--- src/rtl/mem_rd_arbiter.sv ---
// Two-master read arbiter in front of one AXI-lite AR/R slave port, one read in flight.
// Build option ARB_RR_EN: round-robin between simultaneous requesters instead of fixed m1 priority.
module mem_rd_arbiter #(
   parameter int unsigned ADDR_W = 32,
   parameter int unsigned DATA_W = 32,
   parameter int unsigned RESP_W = 2
) (
   input  logic              clk,
   input  logic              rst,
   input  logic [ADDR_W-1:0] m0_araddr,
   input  logic [ADDR_W-1:0] m1_araddr,
   input  logic              m0_arvalid,
   input  logic              m1_arvalid,
   output logic              m0_arready,
   output logic              m1_arready,
   output logic [DATA_W-1:0] m0_rdata,
   output logic [DATA_W-1:0] m1_rdata,
   output logic [RESP_W-1:0] m0_rresp,
   output logic [RESP_W-1:0] m1_rresp,
   output logic              m0_rvalid,
   output logic              m1_rvalid,
   input  logic              m0_rready,
   input  logic              m1_rready,
   output logic [ADDR_W-1:0] s_araddr,
   output logic              s_arvalid,
   input  logic              s_arready,
   input  logic [DATA_W-1:0] s_rdata,
   input  logic [RESP_W-1:0] s_rresp,
   input  logic              s_rvalid,
   output logic              s_rready,
   output logic [1:0]        grant,
   output logic              busy
);

   typedef enum logic [1:0] {IDLE, ADDR, RD} state_t;

   state_t            state, state_nx;
   logic [1:0]        grant_q, grant_nx;
   logic [ADDR_W-1:0] addr_q, addr_nx;
   logic              pick_m1;
   logic              rd_ready;

`ifdef ARB_RR_EN
   // last_grant: 0 = m0 was granted last, 1 = m1
   logic last_grant, last_grant_nx;

   always_comb pick_m1 = m1_arvalid & (~m0_arvalid | ~last_grant);
`else
   always_comb pick_m1 = m1_arvalid;
`endif

   always_ff @(posedge clk) begin
      if (rst) begin
         state   <= IDLE;
         grant_q <= '0;
         addr_q  <= '0;
`ifdef ARB_RR_EN
         last_grant <= 1'b0;
`endif
      end else begin
         state   <= state_nx;
         grant_q <= grant_nx;
         addr_q  <= addr_nx;
`ifdef ARB_RR_EN
         last_grant <= last_grant_nx;
`endif
      end
   end

   always_comb begin
      state_nx   = state;
      grant_nx   = grant_q;
      addr_nx    = addr_q;
`ifdef ARB_RR_EN
      last_grant_nx = last_grant;
`endif
      s_arvalid  = 1'b0;
      m0_arready = 1'b0;
      m1_arready = 1'b0;
      m0_rvalid  = 1'b0;
      m1_rvalid  = 1'b0;
      rd_ready   = 1'b0;
      case (state)
         IDLE: begin
            if (m0_arvalid | m1_arvalid) begin
               grant_nx = pick_m1 ? 2'b10 : 2'b01;
               addr_nx  = pick_m1 ? m1_araddr : m0_araddr;
`ifdef ARB_RR_EN
               last_grant_nx = pick_m1;
`endif
               state_nx = ADDR;
            end
         end
         ADDR: begin
            s_arvalid  = 1'b1;
            m0_arready = grant_q[0] & s_arready;
            m1_arready = grant_q[1] & s_arready;
            if (s_arready) state_nx = RD;
         end
         RD: begin
            m0_rvalid = grant_q[0] & s_rvalid;
            m1_rvalid = grant_q[1] & s_rvalid;
            rd_ready  = (grant_q[0] & m0_rready) | (grant_q[1] & m1_rready);
            if (s_rvalid & rd_ready) begin
               grant_nx = '0;
               state_nx = IDLE;
            end
         end
         default: begin
            grant_nx = '0;
            state_nx = IDLE;
         end
      endcase
   end

   // Data and response are broadcast; each master qualifies them with its own rvalid
   assign m0_rdata = s_rdata;
   assign m1_rdata = s_rdata;
   assign m0_rresp = s_rresp;
   assign m1_rresp = s_rresp;
   assign s_rready = rd_ready;
   assign s_araddr = addr_q;
   assign grant    = grant_q;
   assign busy     = (state != IDLE);

endmodule

--- config.mk ---
export PLATFORM = sky130hd
export DESIGN_NAME = mem_rd_arbiter
export DESIGN_NICKNAME = d
export VERILOG_FILES = /design/src/rtl/mem_rd_arbiter.sv
export SDC_FILE = /design/constraint.sdc
export NUM_CORES = 1
export LEC_CHECK = 0
export CAP_MARGIN = 20
export CORE_MARGIN = 3
export CORE_UTILIZATION = 29
export DETAILED_ROUTE_END_ITERATION = 10
export GPL_TIMING_DRIVEN = 1
export PLACE_DENSITY = 0.78
export SYNTH_ARGS = -nofsm -noshare
export SYNTH_HDL_FRONTEND = slang
export SYNTH_SLANG_ARGS = --single-unit
export TNS_END_PERCENT = 50
--- constraint.sdc ---
create_clock -name clk -period 1.3 [get_ports clk]
set_input_delay 0.13 -clock clk [delete_from_list [all_inputs] [get_ports clk]]
set_output_delay 0.13 -clock clk [all_outputs]
set_load 0.005 [all_outputs]
[Word level (Yosys, flattened, before mapping)]
Cells that the tools add are included.
Storage, ports and cells
  word-level logic and storage cells: 37
  flip-flop bits (word level): 36
  output and inout port bits: 109
  input port bits: 106
Cells by class
  reduce and logical (&&, ||, !) cells: 5
  multiplexer cells: 14
  equal/unequal tests: 5
  bitwise operators: 10
Operator list (number)
  32-bit two-way mux: 1
  2-bit case mux with 3 select lines: 2
  2-bit two-way mux: 5
  1-bit AND: 7
  1-bit two-way mux: 6
  2-bit inequality test, second input constant: 3
  3-bit AND reduction: 2
  2-bit by 1-bit == test with 1-bit output, second input constant: 1
  2-bit == test, second input constant: 1
  2-bit logical NOT: 1
  1-bit OR: 2
  2-bit AND reduction: 1
  2-bit nonzero test: 1
  1-bit inverter: 1

[Depth between registers and ports, before layout]
Gate-level depths: netlist of the first run.
  depth in word-level cells: 5
  mapped depth: 6
  depth with buffers taken out: 4

[Worst setup path before layout of the first run]
Ideal clock, no wire load.
  kind: flip-flop to flip-flop
  from: register state[1]
  to: register addr_q[10], in the netlist s_araddr[10]
  stages on the path, launching flop included: 6
  data arrival time: 1149 ps
  setup slack: 2 ps
  period minus slack after synthesis: 1298 ps
  path buffers: 2
  cell sequence: dfxtp_1 > or3b_1 > buf_4 > buf_6 > nor2_2 > a2111oi_2
Between the ends
  longest elaborated chain between the ends: 2
RTL lines
  from (decl): RTL line 37  | state_t state, state_nx;
  from (signal assigned): RTL line 61  | state <= state_nx;
  2-bit logical NOT: RTL line 83  | case (state)
  2-bit AND reduction (no line)
  to (signal assigned): RTL line 63  | addr_q <= addr_nx;
  to (decl): RTL line 39  | logic [ADDR_W-1:0] addr_q, addr_nx;
Every way passes these cells.
A chain may end at the register's enable or synchronous reset.

[Worst setup path in the final report of the first run]
  from: register state[0]
  to: register addr_q[25], in the netlist s_araddr[25]
The elaborated chain is that of the path after synthesis.

==> metrics.md, run 1 <==
| Metric | Value |
|---|---|
| Worst EP arrival | ~1.7 ns |
| DRT Wirelength | between 8000 and 9000 µm |
| CP peak stage delay | about 0.5 ns |
| Initial antenna violation count | 0 |
| Min Tclk post-route | between 1 and 1.5 ns |
| Combinational Power Share | approximately two fifths |
| Final Max Tran Viols | 0 |
| RR Endpoint | s_araddr[25] |
| Critical path required time | roughly 1.5 ns |
| Root Buffer | clkbuf_8 |
| Share of layout cells above drive strength 1 | a little under two fifths |
| Syn. warnings | 0 |
| Area Overhead vs Synth | 53.78% |
| Fin. Hold Viols | 0 |
| Fin crit share | 112.6% |
| Initial DRC Count | between 80 and 90 |
| Wire per inst | about 18 µm |
| Dominant cell type by area after synthesis | dfxtp_1 |
| Number of global-route vias before repair | around 2400 |
| WS Path Type | flop to flop |
| Largest net degree at the start of global routing | 34 |
| Startpoint types | flop |
| Cell variety after synth | 26 |
| PwrDens | slightly above 1000 nW/µm² |
| Via Count | around 2300 |
| Top Family by Delay on Critical Path | simple AND/OR/NAND/NOR gates |
| Internal Pwr Total | 2.719 mW |
| First-pass DRT Iterations | 4 |
| Final #Nets | about 450 |
| Placed cells | between 400 and 500 |
| H-tree lvl count | 2 |
| Top cell type's share of synthesized area | between 20 and 30% |
| Initial Util | a little under a third |
| Leakage Power | ~1.5 nW |
| Maximum clock path buffer count | 2 |
| Clk slew on worst S/H paths | roughly 0.09 ns |
| Hold WC Path Type | input pin to flop |
| Slew at the pin closest to its max-slew limit | between 0.3 and 0.4 ns |
| Worst path buffer plus inverter count | 2 |
| RR Startpoint | state[0] |
| CTS buffer count | 5 |
| Synth Net Count | 389 |
| Non-Filler Instances | ~450 |
| Failing checks | negative setup slack |
| Clock Sink Count | 36 |
| Final Util | 46.23% |
| Worst VDD drop | about 0.00050 V |
| Die Ht | 98.52 µm |
| Worst reg2reg path depth | 5 |
| Top cells by area, synth | dfxtp_1, buf_4, a2111oi_2, nor2_2, a21oi_1 |
| Crit. End Element | flop |
| Top_reg_cell synth | dfxtp_1 |
| First-pass GRT wire length | between 10000 and 15000 µm |
| Hold worst-path end | state[0] |
| Die Area | 9706 µm² |
| Placeable Area | roughly 8300 µm² |
| Count leader, synth | buf_4 |
| Hold path cells | 2 |
| Crit-path max FO | 8 |
| Antenna Cells | 0 |
| CTS tree | built |
| Congestion Overflow GR | 0 |
| Gate Count Post-Synth | ~280 |
| #FFs+latches synth | 36 |
| Final Skew | 0.009326 ns |
| CP Cell Sequence | buf_12 -> or3b_4 -> clkbuf_16 -> nor2_2 -> a2111oi_2 |
| Routability cong. | between 0.7 and 0.8 |
| Antenna-violating nets left | 0 |
| Die W | a little under 100 µm |
| Clock Latency Late Sink | 0.29 ns |
| Post-synth EDFFs | 0 |
| Async SR Flop Fraction | 0% |
| IO Count | 215 |
| Final setup fails | 39 |
| Crit path max-delay cell type | or3b_4 |
| Cell row count | 33 |
| Mean Syn Cell Area | 8.772 µm² |
| Relative slew slack | between 70 and 80% |
| Clock share of power | 26.4% |
| Post-synthesis sequential area ratio | between 20 and 30% |
| Max-cap viol count | 0 |
| Gr usage total | between 15 and 20% |
| Reg2Reg Setup Slack | -0.16 ns |
| Most instantiated cells after synthesis | buf_4, nor2_1, dfxtp_1 |
| Share of power burned in registers | roughly a third |
| Status | complete, but fails checks |
| DP HPWL | ~5300 µm |
| Unrepaired setup endpoints after global routing | true |
| Switching share of power | between 30% and 40% |
| Buffers on Ports | 112 |
| Fin worst setup slack | -0.1636 ns |
| Drt drc | 0 |
| Fill count | about 770 |
| Min-delay src | rst |
| Switching power | about 1.2 mW |
| Vias per cell | 5.083 |
| Fmax | around 680 MHz |
| Syn Std Cell Area | approximately 2500 µm² |
==> state kept, by name (all words and copies together) (netlist names) <==
| register | count |
|---|---|
| s_araddr | 32 |
| grant | 2 |
| state | 2 |
==> repair_timing <==
| item | CTS | global route |
|---|---|---|
| hold buffers | 0 | 0 |
| resized for setup | 73 | 36 |
| gates cloned | 2 | 3 |
| setup buffers | 4 | 2 |
| setup endpoints to repair | 48 | 64 |
| pin swaps | 3 | 4 |
==> layout by cell type (no fill, tap or decap), types with 10 or more instances in the layout <==
cell	count
clkdlybuf4s50_1	90
nor2_1	34
a21oi_1	34
a2111oi_2	30
nor2_4	26
dfxtp_1	21
dfxtp_2	14
buf_4	10
==> power groups by stage <==
stage               clock network, mW  registers [mW]  logic (mW)
floorplan                           0            1.35       0.774
global placement                    0            1.34        1.29
detailed placement                  0            1.35        1.32
CTS                              1.08            1.33        1.46
global route                     1.12            1.35        1.68
finish                           1.04            1.33        1.58
==> per-layer routing <==
| metal | track usage (%) | share of wire, % |
|---|---|---|
| met4 | 6.933 | 3.8 |
| met1 | 17.19 | 36 |
| met5 | 0 | 0 |
| met2 | 28.13 | 52 |
| met3 | 4.600 | 7.5 |
==> worst register-to-register path: stages (launching register included) <==
cell and delay, ns:
dfxtp_2 0.34, buf_12 0.13, or3b_4 0.50, clkbuf_16 0.23, nor2_2 0.10, a2111oi_2 0.05
==> metrics by stage <==
| stage | hold slack (ns) | cell area [µm²] | setup TNS [ns] | worst slack, ns | total power, mW |
|---|---|---|---|---|---|
| finish | 0.1179 | 3817 | -4.886 | -0.1636 | 3.955 |
| global route | 0.1135 | 3817 | -6.274 | -0.1774 | 4.158 |
| CTS | 0.08030 | 3587 | -3.224 | -0.1083 | 3.865 |
| detailed placement | 0.2601 | 3284 | -13.34 | -0.3864 | 2.670 |
| global placement | 0.2601 | 3284 | -12.50 | -0.3622 | 2.635 |
| floorplan | 0.2660 | 2482 | 0 | 0.002215 | 2.123 |
==> logic make-up (layout without fill, tap and decap cells) <==
logic type / after synthesis / in the layout / share of synthesized area [%]
buffers and inverters: 93 / 151 / 26.76
and+or+nand+nor: 83 / 83 / 17.04
AOI/OAI and AO/OA: 71 / 71 / 27.17
DFF: 36 / 36 / 29.03
==> worst max path at each step <==
stage | to | slack (ns) | from | depth (start not counted)
detailed placement | s_araddr[28] | -0.39 | m1_arvalid | 5
floorplan | s_araddr[10] | 0.002 | state[1] | 5
finish | s_araddr[25] | -0.16 | state[0] | 5
global placement | s_araddr[6] | -0.36 | m1_arvalid | 5
global route | m1_arready | -0.18 | state[1] | 5
CTS | s_araddr[12] | -0.11 | state[0] | 5
==> layout make-up <==
cell class              instances  area, µm²  area share [%]
repair buffers                140       1534           40.18
multi-input cells             154       1284           33.63
flip-flops and latches         36      742.0           19.44
well taps                     105      131.4           3.441
clock buffers                   5      68.82           1.803
clock inverters                 3      46.29           1.213
inverters                       3      11.26          0.2950
Power figures use the tool's default switching activity.
==> run 2: changes to the inputs <==
- CORE_UTILIZATION: 29 -> 35
- PLACE_DENSITY: 0.78 -> 0.88
- clock period: 1.3 -> 1.75 ns (I/O delays scaled with it)
==> metrics.md, run 2 (same netlist as run 1, synthesis figures left out) <==
| Metric | Value |
|---|---|
| Buffers on Ports | 112 (unchanged) |
| Startpoint types | input pin |
| Worst EP arrival | 1.79 ns (+0.14 ns) |
| First-pass DRT Iterations | 4 (unchanged) |
| Vias per cell | 4.969 (-2.2%) |
| Largest net degree at the start of global routing | 34 (unchanged) |
| Min Tclk post-route | between 1.5 and 2 ns |
| Leakage Power | 1.199 nW (-19%) |
| Max-cap viol count | 0 (unchanged) |
| Area Overhead vs Synth | 34.07% |
| Final Skew | 0.003381 ns (-0.005945 ns) |
| Final Util | 48.72% (+2.5 points) |
| Routed met1 length | 2670 µm (-10%) |
| Fmax | approximately 600 MHz |
| Status | finished clean |
| Internal Pwr Total | 1.776 mW (-35%) |
| Final Max Tran Viols | 0 (unchanged) |
| IO Count | 215 (unchanged) |
| Most common cell after layout, fill and taps aside | clkdlybuf4s50_1 |
| Routability cong. | 0.7442 (+4.4%) |
| Clock Sink Count | 36 (unchanged) |
| Share of layout cells above drive strength 1 | 26.23% (-12 points) |
| CTS resizes | 12 (-84%) |
| DR top layer | met4 |
| Crit-path max FO | 19 (+11) |
| Switching power | 0.7553 mW (-39%) |
| Antenna-violating nets left | 0 (unchanged) |
| Clk slew on worst S/H paths | 0.07 ns (-0.02 ns) |
| Initial antenna violation count | 0 (unchanged) |
| Final #Nets | 429 (-3.8%) |
| Die Ht | 90.22 µm (-8.4%) |
| Number of global-route vias before repair | 2088 (-13%) |
| Relative slew slack | 56.20% (-20 points) |
| Wire per inst | 16.68 µm (-9.2%) |
| Gr usage total | 16.56% (+0.82 points) |
| Switching share of power | 29.84% (-1.4 points) |
| Congestion Overflow GR | 0 (unchanged) |
| Antenna Cells | 0 (unchanged) |
| Fin crit share | 95.16% |
| Placeable Area | 6832 µm² (-17%) |
| Hold buffer count at cts | 0 (unchanged) |
| Root Buffer | clkbuf_8 |
| Combinational Power Share | 37.1% (-2.8 points) |
| Commonest non-fill, non-tap cells in the layout | clkdlybuf4s50_1, nor2_1, a21oi_1, dfxtp_1 |
| Die Area | 8139 µm² (-16%) |
| Cell row count | 30 (-9.1%) |
| Critical path required time | 1.88 ns (+0.40 ns) |
| Max reg flops | 32 (unchanged) |
| WS Path Type | input pin to flop |
| Fin. Hold Viols | 0 (unchanged) |
| Overall Power | 2.531 mW (-36%) |
| Clock Latency Late Sink | 0.28 ns (about the same) |
| Via Count | 2087 (-7.9%) |
| PwrDens | 760.5 nW/µm² (-27%) |
| DRT Wirelength | 7004 µm (-14%) |
| DP HPWL | 5400 µm (+1.2%) |
| Drt drc | 0 (unchanged) |
| CTS buffer count | 5 (unchanged) |
| Hold WC Path Type | input pin to flop |
| Post-CTS setup buffer count | 0 (-4) |
| Maximum clock path buffer count | 2 (unchanged) |
| Crit. End Element | flop |
| First-pass GRT wire length | 11040 µm (-9.7%) |
| Initial DRC Count | 60 (-28%) |
| Final instance area | 3328 µm² (-13%) |
| Worst VDD drop | 0.0004171 V (-17%) |
| WL met3 | 524 µm (-14%) |
| H-tree lvl count | 2 (unchanged) |
| WL met2 | 3702 µm (-14%) |
| Die W | 90.22 µm (-8.4%) |
| Unrepaired setup endpoints after global routing | false |
| CTS tree | built |
| Clock share of power | 23.9% (-2.5 points) |
| Initial Util | 36.34% (+6.3 points) |
| Share of power burned in registers | 39.0% (+5.3 points) |
| Post-Place Cell Area | 3211 µm² (-2.2%) |
| Fill count | 649 (-16%) |
| Slew at the pin closest to its max-slew limit | 0.6554 ns (+0.3059 ns) |
| Final setup fails | 0 (-100%) |
## run 2: final timing paths
kind / start / to / slack (ns) / cells past startpoint
worst min-delay path: rst / state[1] / 0.14 / 2
worst max-delay path: m1_arvalid / s_araddr[17] / 0.08 / 6
worst min register to register: s_araddr[6] / s_araddr[6] / 0.53 / 2
worst max register to register: state[1] / s_araddr[17] / 0.23 / 5
## run 2: cell type report
cell class                 count  area (µm²)  share of cell area [%]
multi-input combinational    154        1120                   33.65
clock buffer                   8       90.09                   2.707
timing repair buffer         123        1261                   37.89
sequential                    36       725.7                   21.80
tap                           96       120.1                   3.609
inverter                       3       11.26                  0.3383
## run 2: power groups by stage
stage | sequential, mW | clock [mW] | combinational (mW)
4_1_cts | 0.985 | 0.635 | 0.951
3_3_place_gp | 0.997 | 0 | 0.898
5_1_grt | 1.00 | 0.667 | 1.02
2_1_floorplan | 1.00 | 0 | 0.575
3_5_place_dp | 0.998 | 0 | 0.943
6_report | 0.986 | 0.605 | 0.940
## run 2: through the flow
stage | setup WS (ns) | hold slack [ns] | TNS [ns] | instances
final | 0.08463 | 0.1379 | 0 | 420
after CTS | 0.006216 | 0.1201 | 0 | 420
after global placement | -0.3078 | 0.3501 | -9.365 | 411
after global routing | 0.01761 | 0.1482 | 0 | 420
after floorplan | 0.4522 | 0.3110 | 0 | 283
after detailed placement | -0.2472 | 0.3501 | -6.871 | 412
## run 2: routing by layer
metal | vias to the layer above | GRT usage, %
met3 | 15 | 5.690
met5 | - | 0
li1 | 992 | -
met4 | 0 | 4.337
met2 | 115 | 29.68
met1 | 965 | 18.64
## run 2: worst max-delay path: stages
cell,delay (ns)
clkdlybuf4s50_1,0.52
buf_6,0.19
or3b_2,0.53
buf_12,0.19
nor2_2,0.11
a2111oi_2,0.05
